### src/rtl/osc_pkg.sv
// ---------------------------------------------------------------------------
// osc_pkg
// Shared definitions for the sine-oscillator control sequencer:
//   - default widths for the sample-rate divider and the sample counter
//   - Q2.29 fixed-point constants used by the oscillator datapath
//   - sequencer state encoding (IDLE / LOAD / RUN)
//   - helper turning a divider word into its down-counter reload value
// Optional feature macro used by the files that import this package:
//   OSC_BURST_EN  (burst length / done support)
// ---------------------------------------------------------------------------
package osc_pkg;

    localparam int DIV_W_DEF = 16;
    localparam int CNT_W_DEF = 24;

    // Q2.29: 1.0 is 2^29
    localparam logic [31:0] Q_ONE  = 32'h2000_0000;
    localparam int          Q_FRAC = 29;

    localparam logic [1:0] ST_IDLE = 2'd0;
    localparam logic [1:0] ST_LOAD = 2'd1;
    localparam logic [1:0] ST_RUN  = 2'd2;

    // A divider word of 0 paces like 1, so both reload the counter with 0.
    function automatic logic [31:0] div_reload(input logic [31:0] div);
        return (div == 32'd0) ? 32'd0 : div - 32'd1;
    endfunction

endpackage

### src/rtl/osc_sequencer_if.sv
// ---------------------------------------------------------------------------
// osc_sequencer_if
// Tone-configuration channel between host/register side and the sequencer.
//   cfg_valid  host -> seq   config request
//   cfg_ready  seq  -> host  config accept (transfer on cfg_valid & cfg_ready)
//   cfg_init1  host -> seq   seed sin(w), Q2.29
//   cfg_init2  host -> seq   coefficient 2cos(w), Q2.29
//   cfg_div    host -> seq   clock cycles per oscillator step (0 acts as 1)
//   cfg_count  host -> seq   burst length, only when OSC_BURST_EN is defined
// Modports: master (host side), slave (sequencer side).
// ---------------------------------------------------------------------------
interface osc_sequencer_if #(
    parameter int DIV_W = 16,
    parameter int CNT_W = 24
);

    logic             cfg_valid;
    logic             cfg_ready;
    logic [31:0]      cfg_init1;
    logic [31:0]      cfg_init2;
    logic [DIV_W-1:0] cfg_div;
`ifdef OSC_BURST_EN
    logic [CNT_W-1:0] cfg_count;
`endif

    modport master (
        output cfg_valid, cfg_init1, cfg_init2, cfg_div,
`ifdef OSC_BURST_EN
        output cfg_count,
`endif
        input  cfg_ready
    );

    modport slave (
        input  cfg_valid, cfg_init1, cfg_init2, cfg_div,
`ifdef OSC_BURST_EN
        input  cfg_count,
`endif
        output cfg_ready
    );

endinterface

### src/rtl/osc_tick_div.sv
// ---------------------------------------------------------------------------
// osc_tick_div
// Loadable down-counter pacing oscillator steps. tick is high while the
// count is 0; when running, a 0 count reloads, otherwise it decrements.
// Ports:
//   Fg_CLK      in  clock
//   RESETn      in  asynchronous active-low reset
//   load        in  force the count to reload_val
//   run         in  count this cycle
//   reload_val  in  W-bit reload value (cycles per tick minus one)
//   tick        out count is zero
// ---------------------------------------------------------------------------
module osc_tick_div #(
    parameter int W = 16
) (
    input  logic         Fg_CLK,
    input  logic         RESETn,
    input  logic         load,
    input  logic         run,
    input  logic [W-1:0] reload_val,
    output logic         tick
);

    logic [W-1:0] cnt;

    assign tick = (cnt == '0);

    // Reload on the explicit load, otherwise count down and wrap to the
    // reload value each time a tick is produced.
    always_ff @(posedge Fg_CLK or negedge RESETn) begin
        if (!RESETn) begin
            cnt <= '0;
        end else if (load) begin
            cnt <= reload_val;
        end else if (run) begin
            cnt <= tick ? reload_val : cnt - W'(1);
        end
    end

endmodule

### src/rtl/osc_sequencer.sv
// ---------------------------------------------------------------------------
// osc_sequencer
// Control sequencer for the recursive sine oscillator
// (y[n] = 2cos(w)*y[n-1] - y[n-2]). Accepts a tone configuration, seeds the
// oscillator with a one-cycle Ready pulse, then paces Enable steps with a
// programmable divider and flags each new sample.
// Optional feature: define OSC_BURST_EN to add cfg_count/done (fixed-length
// bursts); without it the sequencer runs until stop or a retune.
// Ports:
//   Fg_CLK         in   clock, posedge
//   RESETn         in   asynchronous active-low reset
//   cfg            if   osc_sequencer_if.slave configuration channel
//   stop           in   abort the run (only acts in RUN)
//   Ready          out  oscillator seed strobe (LOAD cycle)
//   Enable         out  oscillator step strobe
//   init1/init2    out  captured seed / coefficient
//   sample_strobe  out  Enable delayed by one cycle
//   sample_cnt     out  Enables since the last LOAD, wraps
//   busy           out  not idle
//   done           out  burst finished (OSC_BURST_EN only)
// ---------------------------------------------------------------------------
module osc_sequencer
    import osc_pkg::*;
#(
    parameter int DIV_W = DIV_W_DEF,
    parameter int CNT_W = CNT_W_DEF
) (
    input  logic                Fg_CLK,
    input  logic                RESETn,
    osc_sequencer_if.slave      cfg,
    input  logic                stop,
    output logic                Ready,
    output logic                Enable,
    output logic [31:0]         init1,
    output logic [31:0]         init2,
    output logic                sample_strobe,
    output logic [CNT_W-1:0]    sample_cnt,
`ifdef OSC_BURST_EN
    output logic                done,
`endif
    output logic                busy
);

    logic [1:0]       state;
    logic [1:0]       state_nxt;
    logic [DIV_W-1:0] div_m1;
    logic             tick;
    logic             xfer;
    logic             last;

    // stop in RUN blocks the handshake, so stop always wins over a retune.
    assign cfg.cfg_ready = (state == ST_IDLE) | ((state == ST_RUN) & ~stop);
    assign xfer          = cfg.cfg_valid & cfg.cfg_ready;
    assign Ready         = (state == ST_LOAD);
    assign Enable        = (state == ST_RUN) & tick & ~stop;
    assign busy          = (state != ST_IDLE);

`ifdef OSC_BURST_EN
    logic [CNT_W-1:0] count_reg;
    assign last = (sample_cnt == count_reg - CNT_W'(1));
`else
    assign last = 1'b0;
`endif

    osc_tick_div #(.W(DIV_W)) u_tick_div (
        .Fg_CLK     (Fg_CLK),
        .RESETn     (RESETn),
        .load       (state == ST_LOAD),
        .run        (state == ST_RUN),
        .reload_val (div_m1),
        .tick       (tick)
    );

    // Next-state selection; a retune in RUN goes back through LOAD so the
    // oscillator phase restarts from the new seed.
    always_comb begin
        state_nxt = state;
        case (state)
            ST_IDLE: if (xfer) state_nxt = ST_LOAD;
`ifdef OSC_BURST_EN
            ST_LOAD: state_nxt = (count_reg == '0) ? ST_IDLE : ST_RUN;
`else
            ST_LOAD: state_nxt = ST_RUN;
`endif
            ST_RUN: begin
                if (stop)               state_nxt = ST_IDLE;
                else if (xfer)          state_nxt = ST_LOAD;
                else if (Enable & last) state_nxt = ST_IDLE;
            end
            default: state_nxt = ST_IDLE;
        endcase
    end

    // State register, configuration capture and sample bookkeeping.
    always_ff @(posedge Fg_CLK or negedge RESETn) begin
        if (!RESETn) begin
            state         <= ST_IDLE;
            init1         <= '0;
            init2         <= '0;
            div_m1        <= '0;
            sample_strobe <= 1'b0;
            sample_cnt    <= '0;
        end else begin
            state         <= state_nxt;
            sample_strobe <= Enable;
            if (xfer) begin
                init1  <= cfg.cfg_init1;
                init2  <= cfg.cfg_init2;
                div_m1 <= DIV_W'(div_reload(32'(cfg.cfg_div)));
            end
            if (state == ST_LOAD) begin
                sample_cnt <= '0;
            end else if (Enable) begin
                sample_cnt <= sample_cnt + CNT_W'(1);
            end
        end
    end

`ifdef OSC_BURST_EN
    // done lines up with the sample_strobe of the final sample; a zero-length
    // burst reports done straight after LOAD. A retune in the final cycle
    // abandons the burst silently.
    always_ff @(posedge Fg_CLK or negedge RESETn) begin
        if (!RESETn) begin
            count_reg <= '0;
            done      <= 1'b0;
        end else begin
            if (xfer) begin
                count_reg <= cfg.cfg_count;
            end
            done <= ((state == ST_LOAD) & (count_reg == '0)) | (Enable & last & ~xfer);
        end
    end
`endif

endmodule

### src/flat_wrapper.sv
// flat-port wrapper written by rule: the top's interface ports become plain ports
module osc_sequencer_flat import osc_pkg::*;
#(
    parameter int DIV_W = DIV_W_DEF,
    parameter int CNT_W = CNT_W_DEF
)
  (Fg_CLK, RESETn, stop, Ready, Enable, init1, init2, sample_strobe, sample_cnt, busy, cfg_cfg_valid, cfg_cfg_init1, cfg_cfg_init2, cfg_cfg_div, cfg_cfg_ready);
  osc_sequencer_if #(.DIV_W(DIV_W), .CNT_W(CNT_W)) cfg_i ();
  input  logic Fg_CLK;
  input  logic RESETn;
  input  logic stop;
  output logic Ready;
  output logic Enable;
  output logic [31:0] init1;
  output logic [31:0] init2;
  output logic sample_strobe;
  output logic [CNT_W-1:0] sample_cnt;
  output logic busy;
  input wire logic [$bits(cfg_i.cfg_valid)-1:0] cfg_cfg_valid;
  input wire logic [$bits(cfg_i.cfg_init1)-1:0] cfg_cfg_init1;
  input wire logic [$bits(cfg_i.cfg_init2)-1:0] cfg_cfg_init2;
  input wire logic [$bits(cfg_i.cfg_div)-1:0] cfg_cfg_div;
  output wire logic [$bits(cfg_i.cfg_ready)-1:0] cfg_cfg_ready;
  assign cfg_i.cfg_valid = cfg_cfg_valid;
  assign cfg_i.cfg_init1 = cfg_cfg_init1;
  assign cfg_i.cfg_init2 = cfg_cfg_init2;
  assign cfg_i.cfg_div = cfg_cfg_div;
  assign cfg_cfg_ready = cfg_i.cfg_ready;
  osc_sequencer #(.DIV_W(DIV_W), .CNT_W(CNT_W)) u_core (.Fg_CLK(Fg_CLK), .RESETn(RESETn), .cfg(cfg_i), .stop(stop), .Ready(Ready), .Enable(Enable), .init1(init1), .init2(init2), .sample_strobe(sample_strobe), .sample_cnt(sample_cnt), .busy(busy));
endmodule
### config.mk
export PLATFORM = sky130hd
export DESIGN_NAME = osc_sequencer_flat
export DESIGN_NICKNAME = d
export VERILOG_FILES = /design/src/rtl/osc_pkg.sv /design/src/rtl/osc_sequencer_if.sv /design/src/rtl/osc_tick_div.sv /design/src/rtl/osc_sequencer.sv /design/src/flat_wrapper.sv
export SDC_FILE = /design/constraint.sdc
export NUM_CORES = 1
export LEC_CHECK = 0
export CAP_MARGIN = 20
export CORE_MARGIN = 2
export CORE_UTILIZATION = 25
export CTS_CLUSTER_SIZE = 14
export DETAILED_ROUTE_END_ITERATION = 6
export HOLD_SLACK_MARGIN = 0.08
export PLACE_DENSITY = 0.5
export SLEW_MARGIN = 15
export SYNTH_ARGS = -nofsm -noshare
export SYNTH_HDL_FRONTEND = slang
export SYNTH_SLANG_ARGS = --single-unit
### constraint.sdc
create_clock -name Fg_CLK -period 2.9 [get_ports Fg_CLK]
set_input_delay 0.58 -clock Fg_CLK [delete_from_list [all_inputs] [get_ports Fg_CLK]]
set_output_delay 0.58 -clock Fg_CLK [all_outputs]
set_load 0.02 [all_outputs]
==> flow_metrics.tcl, run 1 <==
set metrics [dict create \
    leakage_nw 3.560 \
    path_buf_inv 2 \
    cts_root_buf "clkbuf_16" \
    path_delay_family "simple AND/OR/NAND/NOR gates" \
    crit_type "flip-flop to primary output" \
    overflow 0 \
    multi_input_area_mm2 0.002635 \
    whs_ns 0.1410 \
    yosys_most_used_dff "dfrtp_1" \
    io_buffers 176 \
    setup_violations 0 \
    synth_edf_count 0 \
    area_delta_synth_final_pct 48.49 \
    layout_min_cycle_time_ns 2.791 \
    vias 4813 \
    synth_warnings 0 \
    synthTopCellsByArea "dfrtp_1 (52%), mux2_2 (12%), xor2_1 (3.4%), nor2_1 (2.8%), nand2_1 (2.4%)" \
    cp.arrival_ns 2.21 \
    cpMaxStageDelayCell "or4b_4" \
    wl_per_cell_um 15.37 \
    cap_violations 0 \
    fin_skew_ns 0.01279 \
    ir_drop_mv 0.4758 \
    crit_chain "inv_1 -> ha_2 -> or4b_4 -> nor4_4 -> and2_4 -> buf_4" \
    relSlewSlack_pct 45.86 \
    maxSlewViolCount 0 \
    cts_max_path_buffers 2 \
    initial_utilization_pct 25.25 \
    fin_util_pct 37.49 \
    worst_path_largest_cell_delay_ns 0.48 \
    seq_area_mm2 0.003078 \
    drt_pass1_iterations 4 \
    power.density_mw_per_mm2 998.8 \
    design.core.area_mm2 0.02326 \
    hold_class "input pin to async pin" \
    grt_start_max_net_pins 61 \
    nets 814 \
    antenna_left 0 \
    cts_hold_buffers 0 \
    hold_viol 0 \
    synth.most_common_cell "dfrtp_1" \
    htreeDepth 4 \
    status "complete, no violations" \
    hpwl_um 11960 \
    fin_setup_tns_ns 0 \
    vias_per_cell 4.575 \
    crit_fanout 3 \
    worstPathRequired_ns 2.32 \
    num_rows 56 \
    rsz0062_at_grt "false" \
    dieArea_mm2 0.02473 \
    crit_path_end_kind "primary output" \
    die_y_um 157.3 \
    grt_first_pass_wirelength_um 26100 \
    yosys.area.top_type "dfrtp_1" \
    synthArstFlopShare_pct 100.0 \
    drtIter0Drc 162 \
    nFillCells 2317 \
    antenna_cells 0 \
    fmax_ghz 0.3583 \
    gp_congestion 0.7786 \
    netlist_instances 523 \
    worst_slew_pin_slew_ns 0.8121 \
    synth_top_area_share_pct 52.41 \
    synth_commonest_cells "dfrtp_1 (123), mux2_2 (64), nor2_1 (44)" \
    drt-total-wl_um 16170 \
    clk_latency_ns 0.41 \
    drc 0 \
    seq_area_frac_synth_pct 52.41 \
    antenna_found_initial 0 \
    cts_sinks 123 \
    clk_pin_slew_worst_paths_ns 0.06 \
    numCtsBuffers 17 \
    layout-drive-gt1-share_pct 20.74 \
    crit_path_start_kind "flip-flop" \
    fp.dieW_um 157.3 \
    io_pins 177 \
    grt_pass1_vias 4988 \
    postSynthAreaPerCell_um2 11.23 \
    ys_types 56 \
    finalCritPeriodShare_pct 96.25 \
    synth_nets 616 \
    tritoncts "built" \
    syn_area_mm2 0.005873 \
    grtUsageTotal_pct 13.58 \
    ys_ff_latch 123 \
]
cells in the final DEF (no fill, tap or decap), types with 5 or more instances in the layout:
master	n
clkdlybuf4s50_1	174
dfrtp_1	123
mux2_2	64
nor2_1	44
nand2_1	37
buf_4	25
xor2_1	23
nand3_1	22
a21oi_1	19
o21ai_0	18
clkbuf_16	17
inv_1	15
nor3_1	15
nand4_1	14
xnor2_1	11
o21ai_2	10
ha_1	8
and3_1	7
nor4_1	6
or3_1	5
routing by layer:
| layer | vias up | global-route usage, % | routed length, um |
|---|---|---|---|
| met5 | - | 0 | 0 |
| met4 | 0 | 4.113 | 180 |
| met3 | 15 | 5.562 | 1203 |
| met2 | 158 | 21.90 | 7898 |
| met1 | 2376 | 16.61 | 6886 |
| li1 | 2264 | - | - |
where the power goes:
part	total (W)	internal (W)	switching, W
combinational	0.00387	0.00190	0.00198
sequential	0.00282	0.00241	0.000414
clock	0.00201	0.00124	0.000774
total	0.00871	0.00554	0.00317
worst paths after layout:
| kind | cells past startpoint | start | end | slack, ns |
|---|---|---|---|---|
| setup / recovery | 6 | u_core.u_tick_div.cnt[1] | Enable | 0.11 |
| hold / removal | 1 | RESETn | u_core.div_m1[9] | 0.14 |
| setup reg to reg | 8 | u_core.u_tick_div.cnt[1] | u_core.u_tick_div.cnt[13] | 0.28 |
| hold reg to reg | 2 | u_core.div_m1[0] | u_core.div_m1[0] | 0.48 |
| max in group asynchronous | 2 | RESETn | u_core.div_m1[6] | 1.99 |
| min in group Fg_CLK | 2 | u_core.div_m1[0] | u_core.div_m1[0] | 0.48 |
state kept, by name (all words and copies together), names as in the netlist:
signal,flops
u_core.init2,32
u_core.init1,32
u_core.u_tick_div.cnt,16
u_core.sample_cnt,24
u_core.div_m1,16
u_core.state,2
u_core.sample_strobe,1
stage by stage:
step | instance area [um2] | power (W) | std cells | setup slack (ns)
floorplan | 5873 | 0.004992 | 523 | 0.5094
global placement | 8144 | 0.006674 | 1020 | 0.05628
detailed placement | 8144 | 0.006764 | 1020 | 0.02744
CTS | 8715 | 0.008842 | 1051 | 0.01234
global route | 8721 | 0.009294 | 1052 | 0.0004421
finish | 8721 | 0.008711 | 1052 | 0.1087
cell families after synthesis:
| kind of cell | Yosys count | share of synthesized area, % |
|---|---|---|
| AND/OR/NAND/NOR | 182 | 16.85 |
| adder cells (fa/ha/maj) | 9 | 1.917 |
| buffers and inverters | 38 | 3.004 |
| AO/OA/AOI/OAI | 72 | 8.309 |
| multiplexers | 65 | 12.44 |
| flip-flops | 123 | 52.41 |
| XOR/XNOR | 34 | 5.070 |
worst register-to-register path: cells and delay by family, from the launching register on:
family / cells / cell delay, ns
adders and majority gates: 1 / 0.18
AOI/OAI and AO/OA: 4 / 1.19
and+or+nand+nor: 1 / 0.48
buffers and inverters: 2 / 0.26
DFF: 1 / 0.39
repair_timing:
| item | CTS | global route |
|---|---|---|
| setup buffers | 0 | 1 |
| pin swaps | 0 | 2 |
| endpoints found under the setup margin | 1 | 1 |
| resized for setup | 5 | 3 |
| hold endpoints to repair | 0 | 0 |
area by class of cell:
type | instances | share of cell area, %
Inverter | 15 | 0.6456
Sequential cell | 123 | 35.29
Timing Repair Buffer | 202 | 22.81
Clock inverter | 10 | 1.062
Tap cell | 319 | 4.577
Clock buffer | 21 | 5.395
Multi-Input combinational cell | 362 | 30.22
(Power assumes the default switching activity.)
==> inputs of run 2 (changes only) <==
CTS_BUF_LIST = sky130_fd_sc_hd__clkbuf_16   (was not set)
==> run 2 against run 1 <==
Effect of this change:
- total power decreased by 0.75%
- largest power group unchanged
- first-iteration DRC count increased by 5.6%
- combinational power about the same
- utilization decreased by 0.13 points
- critical path type unchanged
- critical endpoint unchanged
- setup slack improved by 0.0038 ns
==> flow_metrics.tcl, run 2 (synthesized netlist as in run 1, its figures left out) <==
set metrics [dict create \
    area_delta_synth_final_pct 47.98 \
    num_rows 56 \
    drtIter0Drc 171 \
    clk_latency_ns 0.41 \
    reg2regPathDepth 8 \
    cts_root_buf "clkbuf_16" \
    grtUsageTotal_pct 13.58 \
    finalCritPeriodShare_pct 96.12 \
    grt_pass1_vias 4991 \
    setup_violations 0 \
    design.core.area_mm2 0.02326 \
    overflow 0 \
    total_power_w 0.008645 \
    io_buffers 176 \
    fmax_ghz 0.3587 \
    gr-usage-met3_pct 5.562 \
    placed_area_mm2 0.008144 \
    crit_type "flip-flop to primary output" \
    io_pins 177 \
    grt_start_max_net_pins 61 \
    reg.largest.list "u_core.init1: 32 flops, u_core.init2: 32 flops, u_core.sample_cnt: 24 flops" \
    grt_first_pass_wirelength_um 26130 \
    fin_setup_tns_ns 0 \
    layout_common_cells "clkdlybuf4s50_1 (174), dfrtp_1 (123), mux2_2 (64)" \
    gp_congestion 0.7786 \
    grt_use_met2_pct 21.79 \
    crit_path_end_kind "primary output" \
    vias_per_cell 4.582 \
    clk_pin_slew_worst_paths_ns 0.06 \
    htreeDepth 4 \
    wl_per_cell_um 15.47 \
    multi_input_area_mm2 0.002635 \
    met1_usage_pct 16.72 \
    numCtsBuffers 17 \
    cts_max_path_buffers 2 \
    seq_area_mm2 0.003078 \
    hpwl_um 11960 \
    relSlewSlack_pct 45.45 \
    rsz0062_at_grt "false" \
    leakage_nw 3.547 \
    layout_min_cycle_time_ns 2.788 \
    layout_commonest_cell "clkdlybuf4s50_1" \
    gr-max-usage-layer "met2" \
    drt-total-wl_um 16280 \
    nets 814 \
    ir_drop_mv 0.4560 \
    hold_class "input pin to async pin" \
    antenna_found_initial 0 \
    crit_fanout 3 \
    vias 4820 \
    crit_path_start_kind "flip-flop" \
    antenna_left 0 \
    worst_slew_pin_slew_ns 0.8183 \
    setup_ws_ns 0.1124 \
    status "complete, no violations" \
    cts_hold_buffers 0 \
    worstPathRequired_ns 2.32 \
    hold_viol 0 \
    maxSlewViolCount 0 \
    fin_skew_ns 0.01344 \
    drc 0 \
    initial_utilization_pct 25.25 \
    nFillCells 2320 \
    drt_pass1_iterations 5 \
    power.density_mw_per_mm2 994.7 \
    post-route-cell-area_mm2 0.008691 \
    tritoncts "built" \
    cts_sinks 123 \
    die_y_um 157.3 \
    place_ws_ns 0.02744 \
    whs_ns 0.1394 \
    layout-drive-gt1-share_pct 20.33 \
    dieArea_mm2 0.02473 \
    antenna_cells 0 \
    cp.arrival_ns 2.21 \
    cap_violations 0 \
    fp.dieW_um 157.3 \
]
[run 2: path summary, 6_finish.rpt]
| path | startpoint | end | slack, ns |
|---|---|---|---|
| max reg2reg | u_core.u_tick_div.cnt[1] | u_core.u_tick_div.cnt[13] | 0.28 |
| max | u_core.u_tick_div.cnt[1] | Enable | 0.11 |
| min | RESETn | u_core.div_m1[9] | 0.14 |
| min reg2reg | u_core.div_m1[0] | u_core.div_m1[0] | 0.48 |
| min in group Fg_CLK | u_core.div_m1[0] | u_core.div_m1[0] | 0.48 |
| max in group asynchronous | RESETn | u_core.div_m1[6] | 1.99 |
[run 2: critical path: stages (launching register included)]
cell,delay (ns)
dfrtp_1,0.39
inv_1,0.10
ha_2,0.18
or4b_4,0.48
nor4_4,0.28
and2_4,0.22
buf_4,0.14
[run 2: cell type report]
cell class / instances / area share (%)
clock buffers: 17 / 4.895
clock inverters: 14 / 1.238
inverters: 15 / 0.6479
multi-input cells: 362 / 30.32
flip-flops and latches: 123 / 35.42
well taps: 319 / 4.593
repair buffers: 202 / 22.89
[run 2: timing repair]
action / in CTS / in global routing
setup endpoints to repair: 1 / 1
gates resized for setup: 5 / 3
pin swaps: 0 / 2
endpoints found under the hold margin: 0 / 0
setup buffers: 0 / 1
[run 2: power breakdown]
group	total (W)	internal, W	switching (W)	leakage [nW]
sequential	0.00283	0.00241	0.000418	1.52
combinational	0.00388	0.00190	0.00199	1.78
clock	0.00194	0.00116	0.000780	0.255
[run 2: layer usage]
metal / wire length [um] / vias to the layer above
met4: 190 / 0
met2: 7912 / 143
met1: 7027 / 2395
met3: 1148 / 16
met5: 0 / -
li1: - / 2266
[run 2: through the flow]
| stage | cells | utilization [%] |
|---|---|---|
| after CTS | 1051 | 37.33 |
| after floorplan | 523 | - |
| after global placement | 1020 | 35.01 |
| after global routing | 1052 | 37.36 |
| after detailed placement | 1020 | 35.01 |
| final | 1052 | 37.36 |
==> inputs of run 3 (changes only) <==
SETUP_SLACK_MARGIN = 0.05   (was not set)
==> run 3 against run 2 <==
Effect of this change:
- sequential share of layout area is essentially flat
- sequential power about the same
- setup slack better by 0.062 ns
- fmax rose by 2.3%
- cell count about the same
- worst hold slack gained 0.00081 ns
- register-to-register slack improved by 0.13 ns
- first-iteration DRC count rose by 20%
- via count is 0.27% higher
- largest power group unchanged
- largest cell class unchanged
- count of clock-buffer cells in the layout unchanged
- clock skew shrank 0.0015 ns
- global-route usage about the same
==> flow_metrics.tcl, run 3 (synthesized netlist as in run 1, its figures left out) <==
set metrics [dict create \
    maxSlewViolCount 0 \
    htreeDepth 4 \
    overflow 0 \
    gp_congestion 0.7786 \
    ff2ff_setup_slack_ns 0.41 \
    dieArea_mm2 0.02473 \
    antenna_cells 0 \
    power.density_mw_per_mm2 994.4 \
    crit_type "flip-flop to primary output" \
    drt_pass1_iterations 5 \
    whs_ns 0.1402 \
    grtUsageTotal_pct 13.59 \
    grt_first_pass_wirelength_um 26150 \
    pwr-share-clk_pct 22.4 \
    nets 813 \
    tritoncts "built" \
    numCtsBuffers 17 \
    crit_path_start_kind "flip-flop" \
    area_delta_synth_final_pct 47.81 \
    cap_violations 0 \
    grt_pass1_vias 4986 \
    hold_class "input pin to async pin" \
    worstPathRequired_ns 2.32 \
    seq_power_share_pct 32.7 \
    p_comb_share_pct 44.8 \
    wl_per_cell_um 15.48 \
    intPower_w 0.005454 \
    finalCritPeriodShare_pct 93.98 \
    clk_pin_slew_worst_paths_ns 0.06 \
    crit_path_end_kind "primary output" \
    fp.dieW_um 157.3 \
    cts_sinks 123 \
    num_rows 56 \
    cts_max_path_buffers 2 \
    vias 4833 \
    setup_violations 0 \
    relSlewSlack_pct 46.22 \
    drtIter0Drc 206 \
    p_switching_w 0.003178 \
    clk_latency_ns 0.41 \
    switching_share_pct 36.82 \
    initial_utilization_pct 25.25 \
    fmax_ghz 0.3669 \
    layout_commonest_cell "clkdlybuf4s50_1" \
    die_y_um 157.3 \
    r2r-end "u_core.u_tick_div.cnt[13]" \
    ir_drop_mv 0.4561 \
    layout_common_cells "clkdlybuf4s50_1 (174), dfrtp_1 (123), mux2_2 (64)" \
    layout-drive-gt1-share_pct 20.08 \
    fin_skew_ns 0.01193 \
    crit_fanout 3 \
    reg2regPathDepth 7 \
    vias_per_cell 4.598 \
    leakage_nw 3.545 \
    cp.arrival_ns 2.15 \
    status "complete, no violations" \
    grt_start_max_net_pins 61 \
    io_buffers 176 \
    cts_root_buf "clkbuf_16" \
    antenna_found_initial 0 \
    drc 0 \
    hpwl_um 11960 \
    io_pins 177 \
    reg.largest.list "u_core.init1: 32 flops, u_core.init2: 32 flops, u_core.sample_cnt: 24 flops" \
    hold_viol 0 \
    design.core.area_mm2 0.02326 \
    r2r_start "u_core.u_tick_div.cnt[1]" \
    drt-total-wl_um 16270 \
    fin_setup_tns_ns 0 \
    layout_min_cycle_time_ns 2.726 \
    rsz0062_at_grt "false" \
    antenna_left 0 \
    worst_slew_pin_slew_ns 0.8067 \
]
## run 3: stage by stage
| stage | cells | power, W | setup slack, ns | area, um2 | util [%] |
|---|---|---|---|---|---|
| after floorplan | 523 | 0.004992 | 0.5094 | 5873 | - |
| after global placement | 1020 | 0.006674 | 0.05628 | 8144 | 35.01 |
| after detailed placement | 1020 | 0.006764 | 0.02744 | 8144 | 35.01 |
| after CTS | 1051 | 0.008759 | 0.05079 | 8681 | 37.32 |
| after global routing | 1051 | 0.009199 | 0.06007 | 8681 | 37.32 |
| final | 1051 | 0.008632 | 0.1745 | 8681 | 37.32 |
## run 3: critical path: stages (launching register included)
cell and delay, ns:
dfrtp_1 0.39, inv_1 0.09, ha_1 0.17, or4b_4 0.51, nor4_4 0.21, and2_4 0.22, buf_4 0.14
## run 3: how the worst max path moves through the flow
stage / startpoint / end / slack [ns] / cells past startpoint
after floorplan: u_core.u_tick_div.cnt[0] / Enable / 0.51 / 5
after global placement: u_core.u_tick_div.cnt[1] / Enable / 0.06 / 6
after detailed placement: u_core.u_tick_div.cnt[1] / Enable / 0.03 / 6
after CTS: u_core.u_tick_div.cnt[1] / Enable / 0.05 / 6
after global routing: u_core.u_tick_div.cnt[1] / Enable / 0.06 / 6
final: u_core.u_tick_div.cnt[1] / Enable / 0.17 / 6
## run 3: power groups by stage
stage / sequential [W] / clock, W / combinational, W
after floorplan: 0.00336 / 0 / 0.00164
after global placement: 0.00281 / 0 / 0.00386
after detailed placement: 0.00285 / 0 / 0.00391
after CTS: 0.00283 / 0.00199 / 0.00393
after global routing: 0.00293 / 0.00208 / 0.00419
final: 0.00283 / 0.00194 / 0.00387
## run 3: cell type report
type / count / area (um2)
well taps: 319 / 399.1
multi-input cells: 362 / 2633
clock buffers: 17 / 425.4
clock inverters: 14 / 107.6
fillers: 2319 / 14580
flip-flops and latches: 123 / 3078
repair buffers: 201 / 1982
inverters: 15 / 56.30
## run 3: timing repair
item                       in CTS  in global routing
resized for setup               7                  0
pin swaps                       2                  1
hold buffers                    0                  0
setup endpoints to repair       1                  1
setup buffers                   0                  0
gates cloned                    0                  0
## run 3: per-layer routing
metal / part of all wire [%] / GRT usage (%) / vias up
met5: 0 / 0 / -
li1: - / - / 2262
met3: 7.7 / 5.562 / 18
met4: 1.3 / 4.113 / 0
met1: 43 / 16.73 / 2388
met2: 49 / 21.79 / 165
